[config.mk]
export PLATFORM = sky130hd
export DESIGN_NAME = coef_threshold_stream
export DESIGN_NICKNAME = d
export VERILOG_FILES = /design/src/rtl/coef_threshold_stream.sv
export SDC_FILE = /design/constraint.sdc
export NUM_CORES = 1
export LEC_CHECK = 0
export BUFFER_PORTS_ARGS = -buffer_cell sky130_fd_sc_hd__buf_2
export CAP_MARGIN = 15
export CORE_AREA = 2 2 92 72
export DETAILED_ROUTE_END_ITERATION = 12
export DIE_AREA = 0 0 94 74
export PLACE_DENSITY = 0.84
export SLEW_MARGIN = 20
export SYNTH_ARGS = -nofsm -noshare
export SYNTH_HDL_FRONTEND = slang
export SYNTH_SLANG_ARGS = --single-unit
[constraint.sdc]
create_clock -name clk -period 11.3 [get_ports clk]
set_clock_uncertainty 0.2 [all_clocks]
set_input_delay 1.13 -clock clk [delete_from_list [all_inputs] [get_ports clk]]
set_output_delay 1.13 -clock clk [all_outputs]
set_load 0.02 [all_outputs]
[src/rtl/coef_threshold_stream.sv]
// Streaming hard/soft coefficient thresholder between the DCT and the RLE encoder.
// The threshold and mode are frame-synchronous; each completed frame reports its non-zero count.
module coef_threshold_stream #(
  parameter int WIDTH     = 11,
  parameter int FRAME_LEN = 64,
  parameter int CNT_W     = $clog2(FRAME_LEN + 1)
) (
  input  logic                    clk,
  input  logic                    rst_n,
  input  logic                    in_valid,
  output logic                    in_ready,
  input  logic [WIDTH-1:0]        in_data,
  input  logic                    mode,
  input  logic                    thr_load,
  input  logic [WIDTH-2:0]        thr_value,
  output logic                    out_valid,
  input  logic                    out_ready,
  output logic [WIDTH-1:0]        out_data,
  output logic                    out_last,
  output logic                    out_zero,
  output logic [CNT_W-1:0]        nz_count,
  output logic                    nz_valid
);

  // Handshake: a transfer happens on any rising edge where valid && ready;
  // in_ready = !out_valid || out_ready, so the output stage refills in the
  // same cycle it drains and never stalls a continuous stream.

  typedef enum logic {IDLE, RUN} state_t;

  localparam logic [CNT_W-1:0] LAST_POS = CNT_W'(FRAME_LEN - 1);
  localparam logic [CNT_W-1:0] CNT_ONE  = CNT_W'(1);
  localparam logic [WIDTH:0]   EXT_ONE  = (WIDTH + 1)'(1);

  state_t             state_q, state_d;
  logic [CNT_W-1:0]   pos_q, pos_d;
  logic [CNT_W-1:0]   nz_run_q, nz_run_d;
  logic [CNT_W-1:0]   nz_count_q, nz_count_d;
  logic               nz_valid_q, nz_valid_d;
  logic [WIDTH-2:0]   thr_shadow_q, thr_shadow_d;
  logic [WIDTH-2:0]   t_act_q, t_act_d;
  logic               mode_act_q, mode_act_d;
  logic               out_valid_q, out_valid_d;
  logic [WIDTH-1:0]   out_data_q, out_data_d;
  logic               out_last_q, out_last_d;
  logic               out_zero_q, out_zero_d;

  logic               in_fire, out_fire, frame_start;
  logic [WIDTH-2:0]   t_use;
  logic               mode_use, neg;
  logic [WIDTH:0]     x_ext, abs_x, thr_ext;
  logic [WIDTH-1:0]   result;
  logic [CNT_W-1:0]   nz_next;

  always_comb begin
    in_ready    = !out_valid_q || out_ready;
    in_fire     = in_valid && in_ready;
    out_fire    = out_valid_q && out_ready;
    frame_start = in_fire && (state_q == IDLE);

    // A load in the same cycle as the first coefficient must already apply to it.
    t_use    = frame_start ? (thr_load ? thr_value : thr_shadow_q) : t_act_q;
    mode_use = frame_start ? mode : mode_act_q;

    neg     = in_data[WIDTH-1];
    x_ext   = {in_data[WIDTH-1], in_data};
    abs_x   = neg ? (~x_ext + EXT_ONE) : x_ext;
    thr_ext = {2'b00, t_use};

    // Outside the band |x| > T, so x +/- T cannot overflow WIDTH bits.
    result = '0;
    if (abs_x > thr_ext) begin
      if (!mode_use)  result = in_data;
      else if (neg)   result = in_data + {1'b0, t_use};
      else            result = in_data - {1'b0, t_use};
    end

    state_d      = state_q;
    pos_d        = pos_q;
    thr_shadow_d = thr_load ? thr_value : thr_shadow_q;
    t_act_d      = t_act_q;
    mode_act_d   = mode_act_q;
    out_valid_d  = out_valid_q;
    out_data_d   = out_data_q;
    out_last_d   = out_last_q;
    out_zero_d   = out_zero_q;

    if (in_fire) begin
      if (frame_start) begin
        t_act_d    = t_use;
        mode_act_d = mode_use;
      end
      out_valid_d = 1'b1;
      out_data_d  = result;
      out_zero_d  = (result == '0);
      out_last_d  = (pos_q == LAST_POS);
      if (pos_q == LAST_POS) begin
        pos_d   = '0;
        state_d = IDLE;
      end else begin
        pos_d   = pos_q + CNT_ONE;
        state_d = RUN;
      end
    end else if (out_fire) begin
      out_valid_d = 1'b0;
    end

    // Counting on the output side keeps a new frame's first acceptance independent
    // of the old frame's closing transfer.
    nz_next    = nz_run_q + {{(CNT_W-1){1'b0}}, ~out_zero_q};
    nz_run_d   = nz_run_q;
    nz_count_d = nz_count_q;
    nz_valid_d = 1'b0;
    if (out_fire) begin
      if (out_last_q) begin
        nz_count_d = nz_next;
        nz_valid_d = 1'b1;
        nz_run_d   = '0;
      end else begin
        nz_run_d   = nz_next;
      end
    end
  end

  always_ff @(posedge clk or negedge rst_n) begin
    if (!rst_n) begin
      state_q      <= IDLE;
      pos_q        <= '0;
      nz_run_q     <= '0;
      nz_count_q   <= '0;
      nz_valid_q   <= 1'b0;
      thr_shadow_q <= '0;
      t_act_q      <= '0;
      mode_act_q   <= 1'b0;
      out_valid_q  <= 1'b0;
      out_data_q   <= '0;
      out_last_q   <= 1'b0;
      out_zero_q   <= 1'b0;
    end else begin
      state_q      <= state_d;
      pos_q        <= pos_d;
      nz_run_q     <= nz_run_d;
      nz_count_q   <= nz_count_d;
      nz_valid_q   <= nz_valid_d;
      thr_shadow_q <= thr_shadow_d;
      t_act_q      <= t_act_d;
      mode_act_q   <= mode_act_d;
      out_valid_q  <= out_valid_d;
      out_data_q   <= out_data_d;
      out_last_q   <= out_last_d;
      out_zero_q   <= out_zero_d;
    end
  end

  assign out_valid = out_valid_q;
  assign out_data  = out_data_q;
  assign out_last  = out_last_q;
  assign out_zero  = out_zero_q;
  assign nz_count  = nz_count_q;
  assign nz_valid  = nz_valid_q;

endmodule

[Word level (Yosys, flattened, before mapping)]
Cells that the tools add are included.
W data, S select, Z words.
Storage, ports and cells
  flip-flop bits (word level): 58
  word-level logic and storage cells: 45
Operators by class
  add/sub/neg operators: 5
  $lt $le $gt $ge: 1
  equal/unequal tests: 1
  muxes and demuxes: 14
  bitwise gates (word level): 3
  reductions and logical operators: 9
Operators by type and width (count)
  $mux W11: 3
  $mux W10: 2
  $mux W7: 2
  $add A12 B1 Y12 const B: 1
  $gt A12 B10 Y1: 1
  $mux W12: 1
  $not A12 Y12: 1
  $add A11 B10 Y11: 1
  $logic_not A11 Y1: 1
  $sub A11 B10 Y11: 1
  $add A7 B1 Y7: 1
  $add A7 B1 Y7 const B: 1
  $eq A7 B6 Y1 const B: 1
  $mux W1: 6
  $reduce_and A2 Y1: 2
  $logic_and A1 B1 Y1: 3
  $not A1 Y1: 2
  $reduce_bool A2 Y1: 1
  $logic_not A1 Y1: 1
  $logic_or A1 B1 Y1: 1

[Longest topological paths before layout]
Gate-level depths: netlist of run 1.
  depth in word-level cells: 10
  gate-level depth with buffers: 20

[Least setup slack after synthesis of run 1]
Ideal clock, no wire load.
  path type: input to register
  start point: input port out_ready
  end point: register out_zero_q (netlist: out_zero)
  setup time: 0.080 ns
  arrival time: 4.327 ns
  data required time: 11.020 ns
  setup slack: 6.693 ns
  cell stages on the path: 20
  cells stage by stage: nor2b_4 nor2_4 buf_12 mux2_2 inv_1 ha_1 nand2_1 o22a_1 nor3_4 nor2_1 xnor2_1 ha_1 or2_1 a21oi_1 a31oi_1 a31oi_1 a41oi_1 o22ai_2 nand4_1 o22ai_2
Between the ends
  cells in the longest elaborated chain, start to end: 9
  elaborated cells between the ends (all ways): 12
Ends and longest elaborated chain
  start: declaration: RTL line 17  | input logic out_ready,
  $logic_or A1 B1 Y1 *: RTL line 56  | in_ready = !out_valid_q || out_ready;
  $logic_and A1 B1 Y1 *: RTL line 57  | in_fire = in_valid && in_ready;
  $logic_and A1 B1 Y1: RTL line 59  | frame_start = in_fire && (state_q == IDLE);
  $mux W10: RTL line 62  | t_use = frame_start ? (thr_load ? thr_value : thr_shadow_q) : t_act_q;
  $sub A11 B10 Y11 or $add A11 B10 Y11 (tied branches): RTL line 75, 74
  $mux W11: RTL line 74  | else if (neg) result = in_data + {1'b0, t_use};
  $mux W11: RTL line 73  | if (!mode_use) result = in_data;
  $mux W11: RTL line 72  | if (abs_x > thr_ext) begin
  $logic_not A11 Y1: RTL line 95  | out_zero_d = (result == '0);
  end signal: assignment: RTL line 151  | out_zero_q <= out_zero_d;
  end: declaration: RTL line 46  | logic out_zero_q, out_zero_d;
Every way passes the cells marked *; elsewhere a longest branch is shown, timed or not.
A chain may end at the register's enable or synchronous reset.

[Worst setup path after layout of run 1]
  start point: input port in_valid
  end point: register out_zero_q (netlist: out_zero)
Between the ends
  cells in the longest elaborated chain, start to end: 8
  elaborated cells between the ends (all ways): 11
Ends and longest elaborated chain
  start: declaration: RTL line 10  | input logic in_valid,
  $logic_and A1 B1 Y1 *: RTL line 57
  $logic_and A1 B1 Y1: RTL line 59
  $mux W10: RTL line 62
  $sub A11 B10 Y11 or $add A11 B10 Y11 (tied branches): RTL line 75, 74
  $mux W11: RTL line 74
  $mux W11: RTL line 73
  $mux W11: RTL line 72
  $logic_not A11 Y1: RTL line 95
Marked as above.

==> impl_metrics.py, run 1 <==
metrics = {
    "synthesis": {
        "synth_fp_nets": 431,
        "seq_area_frac_synth_pct": 39.1,
        "netlist_area_mm2": 0.00371,
        "synthTopCellsByArea": "dfrtp_1 (39%), ha_1 (8.4%), xnor2_1 (5.9%), mux2_2 (4.9%), nand2_1 (4.0%)",
        "syn_inst": 378,
        "ys_types": 58,
        "synth_top_area_cell": "dfrtp_1",
        "ys_top_cells_by_count": "dfrtp_1 (58), nand2_1 (40), nor2_1 (29)",
        "synth_area_per_cell_um2": 9.82,
        "yosysMostFrequentCell": "dfrtp_1",
        "ys_async_sr_fraction_pct": 100,
        "yosys.area.top_type_share_pct": 39.1,
        "ys_ff_latch": 58,
        "ys_warn_count": 0,
        "synth-edff-count": 0,
        "synth_top_flop_cell": "dfrtp_1",
    },
    "clocking": {
        "clock-root-buffer": "clkbuf_8",
        "cts_max_level": 3,
        "clock-sinks": 58,
        "cts_tree": "built",
        "postCtsHoldBufs": 0,
        "cts_buffers": 9,
        "cts_resized": 0,
        "clk_pin_slew_worst_paths_ns": 0.06,
        "clk_latency_ns": 0.35,
        "clk_path_buf_depth": 2,
        "postCtsSetupRepairBufs": 0,
    },
    "power": {
        "p_sw_share_pct": 35.3,
        "power_density_mw_per_mm2": 187,
        "power_frac_comb_pct": 35.7,
        "p_int_w": 0.000511,
        "power_switching_w": 0.000279,
        "peakVddDrop_v": 0.000126,
        "power_frac_seq_pct": 34.5,
        "clkPwrFrac_pct": 29.9,
        "p_leak_nw": 1.98,
    },
    "sta": {
        "rsz0062_at_grt": "false",
        "finalCritPeriodShare_pct": 43.9,
        "period_needed_ns": 4.96,
        "finalMaxSlewViolations": 0,
        "fin_tns_setup_ns": 0,
        "setup_viol": 0,
        "finalHoldViolations": 0,
        "timing.fmax_ghz": 0.201,
        "max_slew.worst_pin.slew_ns": 0.750,
        "slew_headroom_pct": 49.9,
    },
    "hold_path": {
        "whs_endpoint": "out_data[0]$_DFFE_PN0N_",
        "hold_class": "flop to flop",
        "hold_start": "out_data[0]$_DFFE_PN0N_",
        "min_path_cells": 2,
    },
    "setup_path": {
        "r2r_slack_ns": 6.75,
        "crit_type": "input port to flop",
        "max_stage_delay_ns": 0.43,
        "worstReg2RegStart": "out_valid$_DFFE_PN0P_",
        "endpoint_kind": "flop",
        "crit_fanout": 14,
        "r2r_cells": 19,
        "cp_data_required_time_ns": 11.37,
        "crit_chain": "buf_2, nand2b_4, nor2_4, mux2_2, inv_1, ha_1, nand2_1, o22a_1, nor3_4, nor2_1, xnor2_1, ha_1, or2_1, a21oi_1, a31oi_1, a31oi_1, a41oi_1, o22ai_2, nand4_1, o22ai_2",
        "rr_endpoint": "out_zero$_DFFE_PN0N_",
        "worst_setup_path_start_kind": "input port",
        "cp.arrival_ns": 5.03,
        "cp_slowest_cell": "mux2_2",
    },
    "die": {
        "dieHeight_um": 74,
        "ios": 50,
        "num_rows": 25,
        "dieWidth_um": 94,
        "core_area_mm2": 0.00610,
        "die-area_mm2": 0.00696,
        "start_util_pct": 60.9,
    },
    "global_route": {
        "grt_overflow": 0,
        "grt_max_degree": 59,
        "grt_first_pass_wirelength_um": 13000,
        "gr-usage-all-layers_pct": 24.7,
        "antenna_found_initial": 0,
        "grt_pass1_vias": 2746,
    },
    "detailed_routing": {
        "postRouteAntennaNets": 0,
        "dr.pass1.iters": 5,
        "num_vias": 2911,
        "wl_per_cell_um": 15.3,
        "routed_wl_um": 7840,
        "route.detailed.drc": 0,
        "first_iter_violations": 132,
        "via_per_inst": 5.67,
    },
    "run_status": {
        "status": "complete, no violations",
    },
    "cells_and_area": {
        "final_nets": 480,
        "final_core_util_pct": 69.2,
        "drive_above_1_share_pct": 25.5,
        "syn2layout_area_growth_pct": 13.7,
        "diodes": 0,
        "final_cell_area_mm2": 0.00422,
    },
    "placed_design": {
        "hpwlAfterDp_um": 5850,
        "dpl_cell_area_mm2": 0.00397,
        "port_buffers": 49,
        "gp_congestion": 0.896,
    },
    "job": {
        "maxCapViolCount": 0,
    },
}
layout by cell type (no fill, tap or decap), types with 3 or more instances in the layout:
master,count
xnor2_1,25
and3_1,3
ha_1,25
inv_1,19
o21ai_0,19
clkbuf_8,9
a21oi_1,17
clkinv_4,3
nand2_1,40
inv_2,4
mux2i_2,4
dfrtp_1,58
nor3_1,7
buf_2,49
o21ai_1,6
xor2_1,7
bufinv_16,3
o31ai_1,12
nand3_1,4
mux2_2,16
nand2b_1,9
nor2_1,29
nand4_1,6
nor2b_1,3
o21a_1,3
mux2i_1,5
a31oi_1,5
worst max-delay path, delay by kind of cell:
kind / cells / cell delay (ns)
compound gates: 7 / 1.36
xor+xnor: 1 / 0.14
fa+ha+maj: 2 / 0.53
buf+inv: 2 / 0.22
mux: 1 / 0.43
simple gates: 7 / 1.19
metal layers:
layer | part of all wire [%] | GRT usage (%)
met4 | 1.3 | 9.02
met3 | 5.6 | 6.28
met5 | 0 | 0
met2 | 45 | 38.3
met1 | 48 | 34.1
metrics by stage:
stage	cells	power (W)	hold WS, ns	worst slack [ns]
floorplan	378	0.000480	0.254	6.69
global placement	497	0.000542	0.259	6.27
detailed placement	497	0.000553	0.265	6.05
CTS	513	0.000795	0.281	6.41
global route	513	0.000841	0.300	6.12
finish	513	0.000790	0.272	6.34
worst max path at each step:
stage	startpoint	to	slack (ns)	cells after the start
global route	in_valid	out_zero$_DFFE_PN0N_	6.12	20
floorplan	out_ready	out_zero$_DFFE_PN0N_	6.69	20
global placement	in_valid	out_zero$_DFFE_PN0N_	6.27	20
finish	in_valid	out_zero$_DFFE_PN0N_	6.34	20
detailed placement	in_valid	out_zero$_DFFE_PN0N_	6.05	20
CTS	in_valid	out_zero$_DFFE_PN0N_	6.41	20
area by class of cell:
type	count	area [um^2]
fillers	478	1880
flip-flops and latches	58	1450
clock buffers	9	124
clock inverters	7	125
multi-input cells	285	2080
repair buffers	50	253
well taps	81	101
inverters	23	86.3
logic make-up after synthesis:
| group | share of synthesized area [%] |
|---|---|
| simple gates | 15.9 |
| compound gates | 14.5 |
| flops | 39.1 |
| buf+inv | 4.85 |
| xor+xnor | 7.55 |
| mux | 9.10 |
| fa+ha+maj | 8.97 |
power groups by stage:
stage               logic (W)  clock network, W  registers [W]
global placement     0.000268                 0       0.000274
detailed placement   0.000278                 0       0.000275
global route         0.000311          0.000253       0.000277
finish               0.000282          0.000236       0.000272
floorplan            0.000187                 0       0.000293
CTS                  0.000281          0.000242       0.000273
sequential cells by signal, indices dropped and copies added (netlist names), 7 cells and up:
| name | cells |
|---|---|
| thr_shadow_q | 10 |
| out_data | 11 |
| nz_run_q | 7 |
| pos_q | 7 |
| nz_count | 7 |
| t_act_q | 10 |
Power figures use the tool's default switching activity.
==> run 2, diff against run 1 <==
--- a/config.mk
+++ b/config.mk
@@ -7,10 +7,10 @@
 export LEC_CHECK = 0
 export BUFFER_PORTS_ARGS = -buffer_cell sky130_fd_sc_hd__buf_2
 export CAP_MARGIN = 15
-export CORE_AREA = 2 2 92 72
+export CORE_AREA = 2 2 96 75
 export DETAILED_ROUTE_END_ITERATION = 12
-export DIE_AREA = 0 0 94 74
-export PLACE_DENSITY = 0.84
+export DIE_AREA = 0 0 98 77
+export PLACE_DENSITY = 0.78
 export SLEW_MARGIN = 20
 export SYNTH_ARGS = -nofsm -noshare
 export SYNTH_HDL_FRONTEND = slang
==> constraint.sdc (replaced) <==
create_clock -name clk -period 5 [get_ports clk]
set_clock_uncertainty 0.2 [all_clocks]
set_input_delay 0.5 -clock clk [delete_from_list [all_inputs] [get_ports clk]]
set_output_delay 0.5 -clock clk [all_outputs]
set_load 0.02 [all_outputs]
==> run 2 against run 1 <==
Net effect:
- sequential power increased by 130%
- sequential cell count unchanged
- highest routed layer unchanged
- critical path type is now flop to flop
- cell count is 0.19% higher
==> impl_metrics.py, run 2 (same netlist as run 1, synthesis figures left out) <==
metrics = {
    "run_status": {
        "status": "complete, no violations",
    },
    "power": {
        "fin_total_pwr_w": 0.00164,
        "power_density_mw_per_mm2": 396,
        "p_leak_nw": 1.95,
        "peakVddDrop_v": 0.000321,
    },
    "cells_and_area": {
        "drive_above_1_share_pct": 25.1,
        "final_common_cell": "dfrtp_1",
        "most-common-layout-cells": "dfrtp_1 (58), buf_2 (49), nand2_1 (40)",
        "syn2layout_area_growth_pct": 11.9,
        "final_nets": 480,
        "largest_reg_flops": 11,
        "diodes": 0,
    },
    "clocking": {
        "cts_buffers": 9,
        "clock-sinks": 58,
        "clk_path_buf_depth": 2,
        "postCtsSetupRepairBufs": 0,
        "cts_resized": 0,
        "cts_max_level": 3,
        "postCtsHoldBufs": 0,
        "clk_latency_ns": 0.34,
        "clock-root-buffer": "clkbuf_8",
        "clk_pin_slew_worst_paths_ns": 0.06,
        "cts_tree": "built",
    },
    "global_route": {
        "grt_max_degree": 59,
        "met2_usage_pct": 32.9,
        "grt.busiest_layer": "met1",
        "grt_pass1_vias": 2832,
        "gr-usage-all-layers_pct": 22.5,
        "antenna_found_initial": 0,
        "grt_overflow": 0,
        "grt_first_pass_wirelength_um": 13600,
        "use_met3_pct": 4.56,
        "met1_usage_pct": 33.0,
    },
    "setup_path": {
        "crit_type": "flop to flop",
        "worstReg2RegStart": "out_valid$_DFFE_PN0P_",
        "cp_data_required_time_ns": 5.06,
        "cp.arrival_ns": 4.52,
        "crit_fanout": 14,
        "rr_endpoint": "out_zero$_DFFE_PN0N_",
        "r2r_slack_ns": 0.54,
        "worst_setup_path_start_kind": "flop",
        "r2r_cells": 19,
        "endpoint_kind": "flop",
    },
    "sta": {
        "finalMaxSlewViolations": 0,
        "setup_viol": 0,
        "slew_headroom_pct": 49.4,
        "fin_tns_setup_ns": 0,
        "rsz0062_at_grt": "false",
        "finalCritPeriodShare_pct": 89.2,
        "timing.fmax_ghz": 0.224,
        "max_slew.worst_pin.slew_ns": 0.757,
        "finalHoldViolations": 0,
        "period_needed_ns": 4.46,
    },
    "detailed_routing": {
        "route.detailed.drc": 0,
        "dr.pass1.iters": 4,
        "routed_wl_um": 7970,
        "first_iter_violations": 121,
        "via_per_inst": 5.61,
        "num_vias": 2882,
        "postRouteAntennaNets": 0,
        "wl_per_cell_um": 15.5,
    },
    "die": {
        "start_util_pct": 56.2,
        "dieWidth_um": 98,
        "die-area_mm2": 0.00755,
        "num_rows": 26,
        "dieHeight_um": 77,
        "core_area_mm2": 0.00660,
        "ios": 50,
    },
    "hold_path": {
        "hold_class": "input port to asynchronous set/reset pin",
    },
    "placed_design": {
        "gp_congestion": 0.933,
        "port_buffers": 49,
        "hpwlAfterDp_um": 5970,
    },
    "job": {
        "maxCapViolCount": 0,
    },
}
run 2: cell count changes in the layout (fill, tap and decap cells not counted), sizes merged:
cell,before,now
clkbuf,9,12
clkinv,3,1
bufinv,3,0
clkinvlp,0,1
inv,24,23
run 2: report_power, final:
| part | switching (W) | internal (W) |
|---|---|---|
| combinational | 0.000370 | 0.000262 |
| sequential | 0.0000607 | 0.000558 |
| clock | 0.000179 | 0.000214 |
| total | 0.000610 | 0.00103 |
run 2: critical path: stages (launching register included):
cell and delay (ns):
dfrtp_1 0.40, nor2b_4 0.16, nor2_4 0.42, mux2_2 0.43
inv_1 0.09, ha_1 0.19, nand2_1 0.06, o22a_1 0.24
nor3_4 0.18, nor2_1 0.08, xnor2_1 0.14, ha_1 0.34
or2_1 0.24, a21oi_1 0.18, a31oi_1 0.09, a31oi_1 0.30
a41oi_1 0.18, o22ai_2 0.20, nand4_1 0.12, o22ai_2 0.10
run 2: how the worst max path moves through the flow:
stage | startpoint | end | slack [ns] | depth (start not counted)
finish | out_valid$_DFFE_PN0P_ | out_zero$_DFFE_PN0N_ | 0.54 | 19
global route | out_valid$_DFFE_PN0P_ | out_zero$_DFFE_PN0N_ | 0.19 | 19
CTS | out_valid$_DFFE_PN0P_ | out_zero$_DFFE_PN0N_ | 0.56 | 19
detailed placement | out_ready | out_zero$_DFFE_PN0N_ | 0.46 | 20
global placement | in_valid | out_zero$_DFFE_PN0N_ | 0.60 | 20
floorplan | out_valid$_DFFE_PN0P_ | out_zero$_DFFE_PN0N_ | 0.93 | 20
run 2: area by class of cell:
| type | instances | area (um^2) |
|---|---|---|
| clock buffer | 12 | 165 |
| clock inverter | 2 | 12.5 |
| fill | 551 | 2450 |
| inverter | 23 | 86.3 |
| multi-input combinational | 285 | 2080 |
| sequential | 58 | 1450 |
| tap | 84 | 105 |
| timing repair buffer | 50 | 253 |
run 2: through the flow:
stage | hold slack, ns | cell area (um^2) | utilization, % | setup WS (ns) | instances
after CTS | 0.129 | 4150 | 62.9 | 0.557 | 514
final | 0.0949 | 4150 | 62.9 | 0.538 | 514
after floorplan | 0.00441 | 3710 | - | 0.928 | 378
after detailed placement | 0.265 | 3980 | 60.2 | 0.464 | 500
after global placement | 0.258 | 3980 | 60.2 | 0.602 | 500
after global routing | 0.153 | 4150 | 62.9 | 0.186 | 514
run 2: per-layer routing:
layer,share of wire (%),vias to the layer above,wire length (um)
li1,-,1414,-
met1,49,1361,3930
met2,44,91,3480
met3,5.2,16,412
met4,1.7,0,138
met5,0,-,0
